File: config.mk
export PLATFORM = sky130hd
export DESIGN_NAME = io_bus_arbiter_flat
export DESIGN_NICKNAME = d
export VERILOG_FILES = /design/src/rtl/io_bus_arbiter_if.sv /design/src/rtl/io_bus_arbiter.sv /design/src/flat_wrapper.sv
export SDC_FILE = /design/constraint.sdc
export NUM_CORES = 1
export LEC_CHECK = 0
export CAP_MARGIN = 10
export CORE_MARGIN = 5
export CORE_UTILIZATION = 40
export CTS_CLUSTER_DIAMETER = 200
export CTS_CLUSTER_SIZE = 40
export DETAILED_ROUTE_END_ITERATION = 6
export HOLD_SLACK_MARGIN = 0.06
export PLACE_DENSITY = 0.9
export SLEW_MARGIN = 0
export SYNTH_ARGS = -nofsm -noshare
export SYNTH_HDL_FRONTEND = slang
export SYNTH_SLANG_ARGS = --single-unit
File: constraint.sdc
create_clock -name clk_mem -period 4.65 [get_ports clk_mem]
set_clock_uncertainty 0.05 [all_clocks]
set_input_delay 0.93 -clock clk_mem [delete_from_list [all_inputs] [get_ports clk_mem]]
set_output_delay 0.93 -clock clk_mem [all_outputs]
set_load 0.01 [all_outputs]
File: src/rtl/io_bus_arbiter_if.sv
// Bus bundle between the two requesters (m0 = CPU, m1 = DMA), the arbiter and the io register file.
interface io_bus_arbiter_if;
    localparam int unsigned ADDR_W = 24;
    localparam int unsigned DATA_W = 32;

    logic              m0_req;
    logic [ADDR_W-1:0] m0_addr;
    logic [DATA_W-1:0] m0_wdata;
    logic              m0_write;
    logic [1:0]        m0_width;
    logic              m0_lock;
    logic              m0_ack;
    logic [DATA_W-1:0] m0_rdata;

    logic              m1_req;
    logic [ADDR_W-1:0] m1_addr;
    logic [DATA_W-1:0] m1_wdata;
    logic              m1_write;
    logic [1:0]        m1_width;
    logic              m1_lock;
    logic              m1_ack;
    logic [DATA_W-1:0] m1_rdata;

    logic [ADDR_W-1:0] io_addr;
    logic [DATA_W-1:0] io_data_in;
    logic              io_read;
    logic              io_write;
    logic [1:0]        io_width;
    logic [DATA_W-1:0] io_data_out;

    // Arbiter side
    modport slave (
        input  m0_req, m0_addr, m0_wdata, m0_write, m0_width, m0_lock,
        output m0_ack, m0_rdata,
        input  m1_req, m1_addr, m1_wdata, m1_write, m1_width, m1_lock,
        output m1_ack, m1_rdata,
        output io_addr, io_data_in, io_read, io_write, io_width,
        input  io_data_out
    );

    // Requester / register-file side
    modport master (
        output m0_req, m0_addr, m0_wdata, m0_write, m0_width, m0_lock,
        input  m0_ack, m0_rdata,
        output m1_req, m1_addr, m1_wdata, m1_write, m1_width, m1_lock,
        input  m1_ack, m1_rdata,
        input  io_addr, io_data_in, io_read, io_write, io_width,
        output io_data_out
    );
endinterface

File: src/rtl/io_bus_arbiter.sv
// Two-requester arbiter in front of an io register file: IDLE -> ISSUE -> RESP with optional lock.
// Define IO_ARB_ROUND_ROBIN_EN for round-robin tie-breaking; otherwise m0 has fixed priority.
module io_bus_arbiter (
    input  logic            clk_mem,
    input  logic            rst_n,
    io_bus_arbiter_if.slave bus
);
    localparam int unsigned ADDR_W = 24;
    localparam int unsigned DATA_W = 32;

    typedef enum logic [1:0] {IDLE, ISSUE, RESP} state_t;

    typedef struct packed {
        logic [ADDR_W-1:0] addr;
        logic [DATA_W-1:0] wdata;
        logic              write;
        logic [1:0]        width;
        logic              lock;
    } req_t;

    state_t state;
    logic   gnt;
    logic   lock;
`ifdef IO_ARB_ROUND_ROBIN_EN
    logic   rr_ptr;
`endif

    logic win_c;
    logic sel_c;
    logic sel_req_c;
    logic load_c;
    req_t sel_fields_c;

    // Winner selection, and the field mux shared by arbitration and locked re-issue
    always_comb begin
        win_c = 1'b0;
`ifdef IO_ARB_ROUND_ROBIN_EN
        if (bus.m0_req && bus.m1_req) win_c = rr_ptr;
        else                          win_c = ~bus.m0_req;
`else
        win_c = ~bus.m0_req;
`endif
        sel_c     = (state == RESP) ? gnt : win_c;
        sel_req_c = sel_c ? bus.m1_req : bus.m0_req;
        if (sel_c) sel_fields_c = '{bus.m1_addr, bus.m1_wdata, bus.m1_write, bus.m1_width, bus.m1_lock};
        else       sel_fields_c = '{bus.m0_addr, bus.m0_wdata, bus.m0_write, bus.m0_width, bus.m0_lock};
        load_c = ((state == IDLE) && (bus.m0_req || bus.m1_req)) ||
                 ((state == RESP) && lock && sel_req_c);
    end

    always_ff @(posedge clk_mem or negedge rst_n) begin
        if (!rst_n) begin
            state          <= IDLE;
            gnt            <= 1'b0;
            lock           <= 1'b0;
`ifdef IO_ARB_ROUND_ROBIN_EN
            rr_ptr         <= 1'b0;
`endif
            bus.m0_ack     <= 1'b0;
            bus.m1_ack     <= 1'b0;
            bus.m0_rdata   <= '0;
            bus.m1_rdata   <= '0;
            bus.io_addr    <= '0;
            bus.io_data_in <= '0;
            bus.io_width   <= 2'b00;
            bus.io_read    <= 1'b0;
            bus.io_write   <= 1'b0;
        end else begin
            bus.m0_ack   <= 1'b0;
            bus.m1_ack   <= 1'b0;
            bus.io_read  <= 1'b0;
            bus.io_write <= 1'b0;

            // Fields go straight into the io registers so the strobe lines up with ISSUE
            if (load_c) begin
                gnt            <= sel_c;
                lock           <= sel_fields_c.lock;
                bus.io_addr    <= sel_fields_c.addr;
                bus.io_data_in <= sel_fields_c.wdata;
                bus.io_width   <= sel_fields_c.width;
                bus.io_read    <= ~sel_fields_c.write;
                bus.io_write   <= sel_fields_c.write;
            end

            case (state)
                IDLE: begin
                    if (load_c) begin
                        state <= ISSUE;
`ifdef IO_ARB_ROUND_ROBIN_EN
                        rr_ptr <= ~win_c;
`endif
                    end
                end
                ISSUE: begin
                    if (bus.io_read) begin
                        if (gnt) bus.m1_rdata <= bus.io_data_out;
                        else     bus.m0_rdata <= bus.io_data_out;
                    end
                    if (gnt) bus.m1_ack <= 1'b1;
                    else     bus.m0_ack <= 1'b1;
                    state <= RESP;
                end
                RESP: begin
                    state <= load_c ? ISSUE : IDLE;
                end
                default: state <= IDLE;
            endcase
        end
    end
endmodule

File: src/flat_wrapper.sv
// flat-port wrapper written by rule: the top's interface ports become plain ports
module io_bus_arbiter_flat 
  (clk_mem, rst_n, bus_m0_req, bus_m0_addr, bus_m0_wdata, bus_m0_write, bus_m0_width, bus_m0_lock, bus_m0_ack, bus_m0_rdata, bus_m1_req, bus_m1_addr, bus_m1_wdata, bus_m1_write, bus_m1_width, bus_m1_lock, bus_m1_ack, bus_m1_rdata, bus_io_addr, bus_io_data_in, bus_io_read, bus_io_write, bus_io_width, bus_io_data_out);
  io_bus_arbiter_if bus_i ();
  input  logic clk_mem;
  input  logic rst_n;
  input wire logic [$bits(bus_i.m0_req)-1:0] bus_m0_req;
  input wire logic [$bits(bus_i.m0_addr)-1:0] bus_m0_addr;
  input wire logic [$bits(bus_i.m0_wdata)-1:0] bus_m0_wdata;
  input wire logic [$bits(bus_i.m0_write)-1:0] bus_m0_write;
  input wire logic [$bits(bus_i.m0_width)-1:0] bus_m0_width;
  input wire logic [$bits(bus_i.m0_lock)-1:0] bus_m0_lock;
  output wire logic [$bits(bus_i.m0_ack)-1:0] bus_m0_ack;
  output wire logic [$bits(bus_i.m0_rdata)-1:0] bus_m0_rdata;
  input wire logic [$bits(bus_i.m1_req)-1:0] bus_m1_req;
  input wire logic [$bits(bus_i.m1_addr)-1:0] bus_m1_addr;
  input wire logic [$bits(bus_i.m1_wdata)-1:0] bus_m1_wdata;
  input wire logic [$bits(bus_i.m1_write)-1:0] bus_m1_write;
  input wire logic [$bits(bus_i.m1_width)-1:0] bus_m1_width;
  input wire logic [$bits(bus_i.m1_lock)-1:0] bus_m1_lock;
  output wire logic [$bits(bus_i.m1_ack)-1:0] bus_m1_ack;
  output wire logic [$bits(bus_i.m1_rdata)-1:0] bus_m1_rdata;
  output wire logic [$bits(bus_i.io_addr)-1:0] bus_io_addr;
  output wire logic [$bits(bus_i.io_data_in)-1:0] bus_io_data_in;
  output wire logic [$bits(bus_i.io_read)-1:0] bus_io_read;
  output wire logic [$bits(bus_i.io_write)-1:0] bus_io_write;
  output wire logic [$bits(bus_i.io_width)-1:0] bus_io_width;
  input wire logic [$bits(bus_i.io_data_out)-1:0] bus_io_data_out;
  assign bus_i.m0_req = bus_m0_req;
  assign bus_i.m0_addr = bus_m0_addr;
  assign bus_i.m0_wdata = bus_m0_wdata;
  assign bus_i.m0_write = bus_m0_write;
  assign bus_i.m0_width = bus_m0_width;
  assign bus_i.m0_lock = bus_m0_lock;
  assign bus_m0_ack = bus_i.m0_ack;
  assign bus_m0_rdata = bus_i.m0_rdata;
  assign bus_i.m1_req = bus_m1_req;
  assign bus_i.m1_addr = bus_m1_addr;
  assign bus_i.m1_wdata = bus_m1_wdata;
  assign bus_i.m1_write = bus_m1_write;
  assign bus_i.m1_width = bus_m1_width;
  assign bus_i.m1_lock = bus_m1_lock;
  assign bus_m1_ack = bus_i.m1_ack;
  assign bus_m1_rdata = bus_i.m1_rdata;
  assign bus_io_addr = bus_i.io_addr;
  assign bus_io_data_in = bus_i.io_data_in;
  assign bus_io_read = bus_i.io_read;
  assign bus_io_write = bus_i.io_write;
  assign bus_io_width = bus_i.io_width;
  assign bus_i.io_data_out = bus_io_data_out;
  io_bus_arbiter u_core (.clk_mem(clk_mem), .rst_n(rst_n), .bus(bus_i));
endmodule
# After elaboration in Yosys (flattened, before gate mapping)
# Cells that the tools add are included.
[classes]
bitwise_logic = 3
muxes = 12
n_eq_ne = 3
n_reduce_logical = 8
[op_table]
columns = ["op", "count"]
rows = [
  ["2-to-1 mux 60 bit", 1],
  ["2-to-1 mux 1 bit", 9],
  ["case mux 2 bit (3 select lines)", 1],
  ["AND reduction 3 bit", 2],
  ["logical AND 1 bit", 3],
  ["NOT 1 bit", 3],
  ["equality test 2 x 1 -> 1 bit, second input constant", 1],
  ["equality test 2 bit, second input constant", 1],
  ["zero test 2 bit", 1],
  ["logical OR 1 bit", 2],
  ["2-to-1 mux 2 bit", 1],
  ["!= test 2 x 1 -> 1 bit, second input constant", 1],
]
[word_totals]
ff_bits = 130
inputBits = 156
out_inout_bits = 126

# Longest topological paths before layout
# Gate-level depths: netlist of run 1.
[depth]
ltp_word = 7
mapped_depth = 6
mapped_depth_nobuf = 4

# Least setup slack after synthesis of run 1
# No wires, ideal clock.
[synth_timing]
path_type = "input port to flip-flop"
startpoint = "input port bus_m1_req"
endpoint = "register u_core.bus.io_data_in[3]"
path_stages = 5
arrival_ns = 1.949
path_slack_ns = 2.526
n_path_buf = 1
required_ns = 4.475
cell_sequence = "nand2b_1 > a21oi_1 > a31oi_2 > buf_2 > mux2_2"
[synth_via]
elab_chain_len = 3
word_cells_on_any_way = 5
[synth_rtl]
columns = ["element", "line", "rtl"]
rows = [
  ["from (decl)", "flat_wrapper.sv:15", "input wire logic [$bits(bus_i.m1_req)-1:0] bus_m1_req;"],
  ["2-to-1 mux 1 bit / logical OR 1 bit (equally long branches)", "io_bus_arbiter.sv:44, io_bus_arbiter.sv:47", ""],
  ["logical AND 1 bit (on tied branches)", "io_bus_arbiter.sv:48, io_bus_arbiter.sv:47", ""],
  ["logical OR 1 bit *", "io_bus_arbiter.sv:47", "load_c = ((state == IDLE) && (bus.m0_req || bus.m1_req)) ||"],
  ["to (signal assigned)", "io_bus_arbiter.sv:79", "bus.io_data_in <= sel_fields_c.wdata;"],
  ["to (decl)", "io_bus_arbiter_if.sv:37", "output io_addr, io_data_in, io_read, io_write, io_width,"],
]
# Mark *: on every way between the ends. The rest lies on a longest branch, timed or not.
# A chain may end at the register's enable or synchronous reset.

# Final worst setup path of run 1
[layout_timing]
startpoint = "input port bus_m0_req"
endpoint = "register u_core.bus.io_addr[2]"
[layout_via]
elab_chain_len = 5
word_cells_on_any_way = 8
[layout_rtl]
columns = ["element", "line", "rtl"]
rows = [
  ["from (decl)", "flat_wrapper.sv:7", "input wire logic [$bits(bus_i.m0_req)-1:0] bus_m0_req;"],
  ["NOT 1 bit", "io_bus_arbiter.sv:41", "win_c = ~bus.m0_req;"],
  ["2-to-1 mux 1 bit", "io_bus_arbiter.sv:43", "sel_c = (state == RESP) ? gnt : win_c;"],
  ["2-to-1 mux 1 bit", "io_bus_arbiter.sv:44", "sel_req_c = sel_c ? bus.m1_req : bus.m0_req;"],
  ["logical AND 1 bit", "io_bus_arbiter.sv:48", "((state == RESP) && lock && sel_req_c);"],
  ["logical OR 1 bit", "io_bus_arbiter.sv:47", ""],
  ["to (signal assigned)", "io_bus_arbiter.sv:78", "bus.io_addr <= sel_fields_c.addr;"],
  ["to (decl)", "io_bus_arbiter_if.sv:37", ""],
]
# Several ways; a longest one is shown, not always the timed one.

==> flow_metrics.tcl, run 1 <==
set metrics [dict create \
    dp_hpwl_um 12000 \
    critPathLaunch "bus_m0_req" \
    syn_to_final_growth_pct 62.9 \
    first_pass_iters 4 \
    finalPower_mw 6.44 \
    routed_via_density 4.80 \
    critPathArrivalTime_ns 3.12 \
    hold_viol 0 \
    drt-initial-drc-count 96 \
    grt_max_degree 77 \
    final_nets 795 \
    grt_pass1_wl_um 24000 \
    worstReg2RegStart "u_core.state[0]$_DFFE_PN0P_" \
    fin_cells 836 \
    power.switching_mw 1.85 \
    worst_pin_slew_ns 1.12 \
    synth_top_cells_by_count "dfrtp_1, mux2_2, mux2_4" \
    r2r_setup_slack_ns 2.13 \
    synth_ff_type "dfrtp_1" \
    cts_resized 0 \
    yosys.area.top_type_share 0.562 \
    syn_area_per_cell_um2 16.4 \
    n_fill_cell 1017 \
    routedWlPerCell_um 18.8 \
    netSwitchingFraction 0.288 \
    die_w_um 130 \
    root_buffer "clkbuf_16" \
    path_clk_slew_ns 0.06 \
    fp.dieH_um 130 \
    io_pins 282 \
    slew_headroom 0.251 \
    vias 4015 \
    dp_cells 804 \
    hold_buffers 0 \
    clkPwrFrac 0.239 \
    numCtsBuffers 17 \
    drc 0 \
    synth_top_area_cell "dfrtp_1" \
    ys_ff_latch 130 \
    grt_usage 0.185 \
    placeableCoreArea_um2 14400 \
    power_frac_seq 0.314 \
    critPathKind "input pin to flop" \
    yosysUniqueCellTypes 23 \
    cts-htree-levels 4 \
    initial_core_util 0.403 \
    grt_pass1_vias 4567 \
    ys_top_cells_by_area "dfrtp_1, mux2_2, mux2_4" \
    hp-class "flop to flop" \
    antenna_found_initial 0 \
    power_density_nw_per_um2 682 \
    setup_viol 0 \
    end_kind "flop" \
    peakVddDrop_mv 0.302 \
    min-delay-start "u_core.bus.m1_rdata[21]$_DFFE_PN0P_" \
    ant_nets 0 \
    clock_latency_ns 0.40 \
    drive_gt1_frac 0.328 \
    cts_tree "built" \
    rows 44 \
    cp_max_fo 60 \
    synth.yosys.seq_area_share 0.562 \
    die_area_um2 17000 \
    routabilityCongestion 0.764 \
    syn_area_um2 5790 \
    slew_violations 0 \
    cts_sinks 130 \
    p_int_mw 4.59 \
    timing.hold.ws_ns 0.444 \
    max_freq_ghz 0.347 \
    syn_nets 509 \
    cts_setup_buffers 0 \
    synth_cells 353 \
    num_antenna_cells 0 \
    comb_power_share 0.447 \
    required_ns 4.89 \
    cts_buffer_depth 2 \
    place.port_buffers 281 \
    fin_util 0.657 \
    grt-ovfl-total 0 \
    worstSetupStartpointType "input pin" \
    r2r-end "u_core.bus.m0_rdata[14]$_DFFE_PN0P_" \
    totalNegativeSetupSlack_ns 0 \
    async_flop_share 1.00 \
    status "complete, no violations" \
    synth_edf_count 0 \
    synth.most_common_cell "dfrtp_1" \
    finalWorstPathRequiredPeriod_ns 2.88 \
    rsz0062_at_grt "false" \
    drt_wl_total_um 15700 \
    crit_end "u_core.bus.io_addr[2]$_DFFE_PN0P_" \
    post-route-period-util 0.620 \
    synth_warnings 0 \
    r2r_cells 5 \
    p_leak_nw 4.05 \
    drv_cap 0 \
]
[routing by layer]
layer | GRT usage | routed length (um) | part of all wire | vias to the layer above
met5 | 0 | 0 | 0 | -
met4 | 0.0709 | 353 | 0.022 | 0
met3 | 0.0684 | 1530 | 0.097 | 30
met2 | 0.320 | 8210 | 0.52 | 186
met1 | 0.208 | 5660 | 0.36 | 1960
li1 | - | - | - | 1839
[through the flow]
stage / cell area (um^2) / setup WS (ns)
after floorplan: 5790 / 2.53
after global placement: 8750 / 1.41
after detailed placement: 8750 / 1.35
after CTS: 9430 / 1.78
after global routing: 9430 / 1.69
final: 9430 / 1.77
[critical path, stage by stage]
cell             delay [ns]
clkdlybuf4s50_1        0.57
mux2_4                 0.94
mux2_4                 0.37
mux2_2                 0.27
[worst min-delay path by stage]
| stage | endpoint | slack (ns) | cells past startpoint |
|---|---|---|---|
| after floorplan | u_core.bus.m0_ack$_DFF_PN0_ | 0.40 | 1 |
| after global placement | u_core.bus.m0_rdata[7]$_DFFE_PN0P_ | 0.42 | 1 |
| after detailed placement | u_core.bus.m1_rdata[21]$_DFFE_PN0P_ | 0.44 | 1 |
| after CTS | u_core.bus.m0_rdata[7]$_DFFE_PN0P_ | 0.45 | 1 |
| after global routing | u_core.bus.io_addr[13]$_DFFE_PN0P_ | 0.46 | 1 |
| final | u_core.bus.m1_rdata[21]$_DFFE_PN0P_ | 0.44 | 1 |
[cells in the final DEF (no fill, tap or decap)]
cell,n
buf_12,1
clkbuf_16,17
mux2_1,6
nor2b_1,2
nand2b_1,1
a21oi_1,1
a2bb2oi_1,1
o21ai_0,2
clkbuf_1,2
inv_2,1
mux2i_1,1
nor2_1,3
mux2_2,117
nor3_1,2
clkinv_4,1
nand2_1,2
mux2_4,59
dfrtp_1,130
and2_1,1
buf_4,5
clkinv_2,2
bufinv_16,6
clkdlybuf4s50_1,280
clkbuf_8,4
inv_1,3
a32oi_1,1
a31oi_4,1
[layout make-up]
cell class	count	area [um^2]	area share
Inverter	4	15.0	0.00159
Clock inverter	9	199	0.0211
Clock buffer	23	488	0.0517
Timing Repair Buffer	286	2860	0.303
Multi-Input combinational cell	200	2390	0.253
Tap cell	184	230	0.0244
Sequential cell	130	3250	0.345
[logic make-up (layout without fill, tap and decap cells)]
group                  Yosys count  in the layout  share of synthesized area
multiplexers                   183            183                      0.394
flip-flops                     130            130                      0.562
buffers and inverters           23            322                     0.0272
AND/OR/NAND/NOR                 11             11                    0.00929
AO/OA/AOI/OAI                    6              6                    0.00778
[registers in the layout, indices dropped and copies added (netlist names)]
name	cells
u_core.bus.io_data_in	32
u_core.bus.m0_rdata	32
u_core.bus.m1_rdata	32
u_core.bus.io_addr	24
u_core.bus.io_width	2
u_core.state	2
u_core.bus.io_read	1
u_core.bus.io_write	1
u_core.bus.m0_ack	1
u_core.bus.m1_ack	1
u_core.gnt	1
u_core.lock	1
[power groups by stage]
stage,clock network [mW],logic [mW],registers [mW]
floorplan,0,1.16,2.25
global placement,0,2.83,1.99
detailed placement,0,2.92,2.03
CTS,1.57,2.93,2.03
global route,1.62,3.07,2.09
finish,1.54,2.88,2.02
No activity file was read; power rests on OpenSTA's default activity.
==> run 2, diff against run 1 <==
==> constraint.sdc (replaced) <==
create_clock -name clk_mem -period 2.8 [get_ports clk_mem]
set_clock_uncertainty 0.05 [all_clocks]
set_input_delay 0.56 -clock clk_mem [delete_from_list [all_inputs] [get_ports clk_mem]]
set_output_delay 0.56 -clock clk_mem [all_outputs]
set_load 0.01 [all_outputs]
==> flow_metrics.tcl, run 2 (synthesis results as in run 1) <==
set metrics [dict create \
    status "complete, no violations" \
    setup_slack_ns 0.712 \
    power.switching_mw 3.08 \
    netSwitchingFraction 0.291 \
    placeableCoreArea_um2 14400 \
    power_frac_seq 0.317 \
    slew_headroom 0.572 \
    worstReg2RegStart "u_core.state[1]$_DFFE_PN0P_" \
    clkPwrFrac 0.228 \
    end_kind "flop" \
    first_pass_iters 3 \
    place.port_buffers 281 \
    grt-ovfl-total 0 \
    drive_gt1_frac 0.336 \
    worstSetupStartpointType "flop" \
    clock_latency_ns 0.40 \
    grt_pass1_wl_um 24500 \
    initial_core_util 0.403 \
    peakVddDrop_mv 0.545 \
    rsz0062_at_grt "false" \
    drt_wl_total_um 15900 \
    cts_sinks 130 \
    setup_viol 0 \
    drc 0 \
    critPathArrivalTime_ns 2.32 \
    rows 44 \
    routed_via_density 4.81 \
    final_nets 801 \
    worst_pin_slew_ns 0.642 \
    grt_pass1_vias 4648 \
    fp.dieH_um 130 \
    n_fill_cell 997 \
    totalNegativeSetupSlack_ns 0 \
    root_buffer "clkbuf_16" \
    power_density_nw_per_um2 1120 \
    path_clk_slew_ns 0.06 \
    cts_setup_buffers 0 \
    final_cell_mix "clkdlybuf4s50_1, dfrtp_1, mux2_2, mux2_4, clkbuf_16" \
    num_antenna_cells 0 \
    reg_top3 "u_core.bus.io_data_in x32, u_core.bus.m0_rdata x32, u_core.bus.m1_rdata x32" \
    final_common_cell "clkdlybuf4s50_1" \
    regArea_um2 3250 \
    hp-class "input pin to async pin" \
    multi_input_area_um2 2390 \
    p_leak_nw 4.08 \
    drv_cap 0 \
    cp_max_fo 30 \
    syn_to_final_growth_pct 63.9 \
    finalWorstPathRequiredPeriod_ns 2.09 \
    die_w_um 130 \
    hold_buffers 0 \
    critPathKind "flop to flop" \
    post-route-period-util 0.746 \
    io_pins 282 \
    die_area_um2 17000 \
    numCtsBuffers 17 \
    p_int_mw 7.52 \
    drt-initial-drc-count 47 \
    dp_hpwl_um 12500 \
    vias 4054 \
    max_freq_ghz 0.479 \
    grt_usage 0.188 \
    cts_resized 0 \
    preCtsSetupSlack_ns 0.296 \
    cts-htree-levels 4 \
    cts_tree "built" \
    cts_buffer_depth 2 \
    antenna_found_initial 0 \
    ant_nets 0 \
    routedWlPerCell_um 18.9 \
    routabilityCongestion 0.768 \
    comb_power_share 0.455 \
    critPathLaunch "u_core.state[1]$_DFFE_PN0P_" \
    slew_violations 0 \
    hold_viol 0 \
    grt_max_degree 51 \
    required_ns 3.04 \
]
-- run 2: cell count changes in the layout (fill, tap and decap cells not counted), sizes merged --
cell and change:
bufinv -2, clkinvlp +1, buf +6, clkbuf +1
-- run 2: stage by stage --
stage               cell area [um^2]  total power, mW  utilization  cells  hold WS [ns]
CTS                             9490             10.7        0.660    842         0.133
detailed placement              8830             8.28        0.615    810         0.440
floorplan                       5790             5.66            -    353         0.214
global placement                8830             8.06        0.615    810         0.428
global route                    9490             11.2        0.660    842         0.168
finish                          9490             10.6        0.660    842         0.114
-- run 2: final timing paths --
kind | end | slack (ns) | cells after the start
min reg2reg | u_core.bus.m1_rdata[8]$_DFFE_PN0P_ | 0.45 | 1
min in group clk_mem | u_core.bus.m1_rdata[8]$_DFFE_PN0P_ | 0.45 | 1
max in group asynchronous | u_core.bus.m1_rdata[15]$_DFFE_PN0P_ | 1.83 | 2
max reg2reg | u_core.bus.io_data_in[26]$_DFFE_PN0P_ | 0.71 | 5
max | u_core.bus.io_data_in[26]$_DFFE_PN0P_ | 0.71 | 5
min | u_core.bus.io_data_in[17]$_DFFE_PN0P_ | 0.11 | 1
-- run 2: power by group through the flow --
stage | clock network, mW | registers [mW] | logic (mW)
after global routing | 2.54 | 3.48 | 5.13
final | 2.42 | 3.36 | 4.83
after floorplan | 0 | 3.73 | 1.92
after detailed placement | 0 | 3.40 | 4.88
after global placement | 0 | 3.31 | 4.75
after CTS | 2.47 | 3.38 | 4.91
-- run 2: layout make-up --
cell class,instances,area share
clock buffers,24,0.0539
clock inverters,8,0.0154
inverters,4,0.00158
multi-input cells,200,0.252
flip-flops and latches,130,0.343
well taps,184,0.0243
repair buffers,292,0.310
-- run 2: layer usage --
metal | share of wire | global-route usage | up-vias
met3 | 0.097 | 0.0708 | 31
met4 | 0.026 | 0.0721 | 0
met2 | 0.53 | 0.336 | 185
met1 | 0.35 | 0.201 | 1990
met5 | 0 | 0 | -
li1 | - | - | 1848
-- run 2: worst max-delay path, cell delays in order (launching register included) --
cell,delay [ns]
dfrtp_1,0.45
nor2b_1,0.23
mux2_4,0.41
buf_12,0.22
mux2_4,0.32
mux2_2,0.27
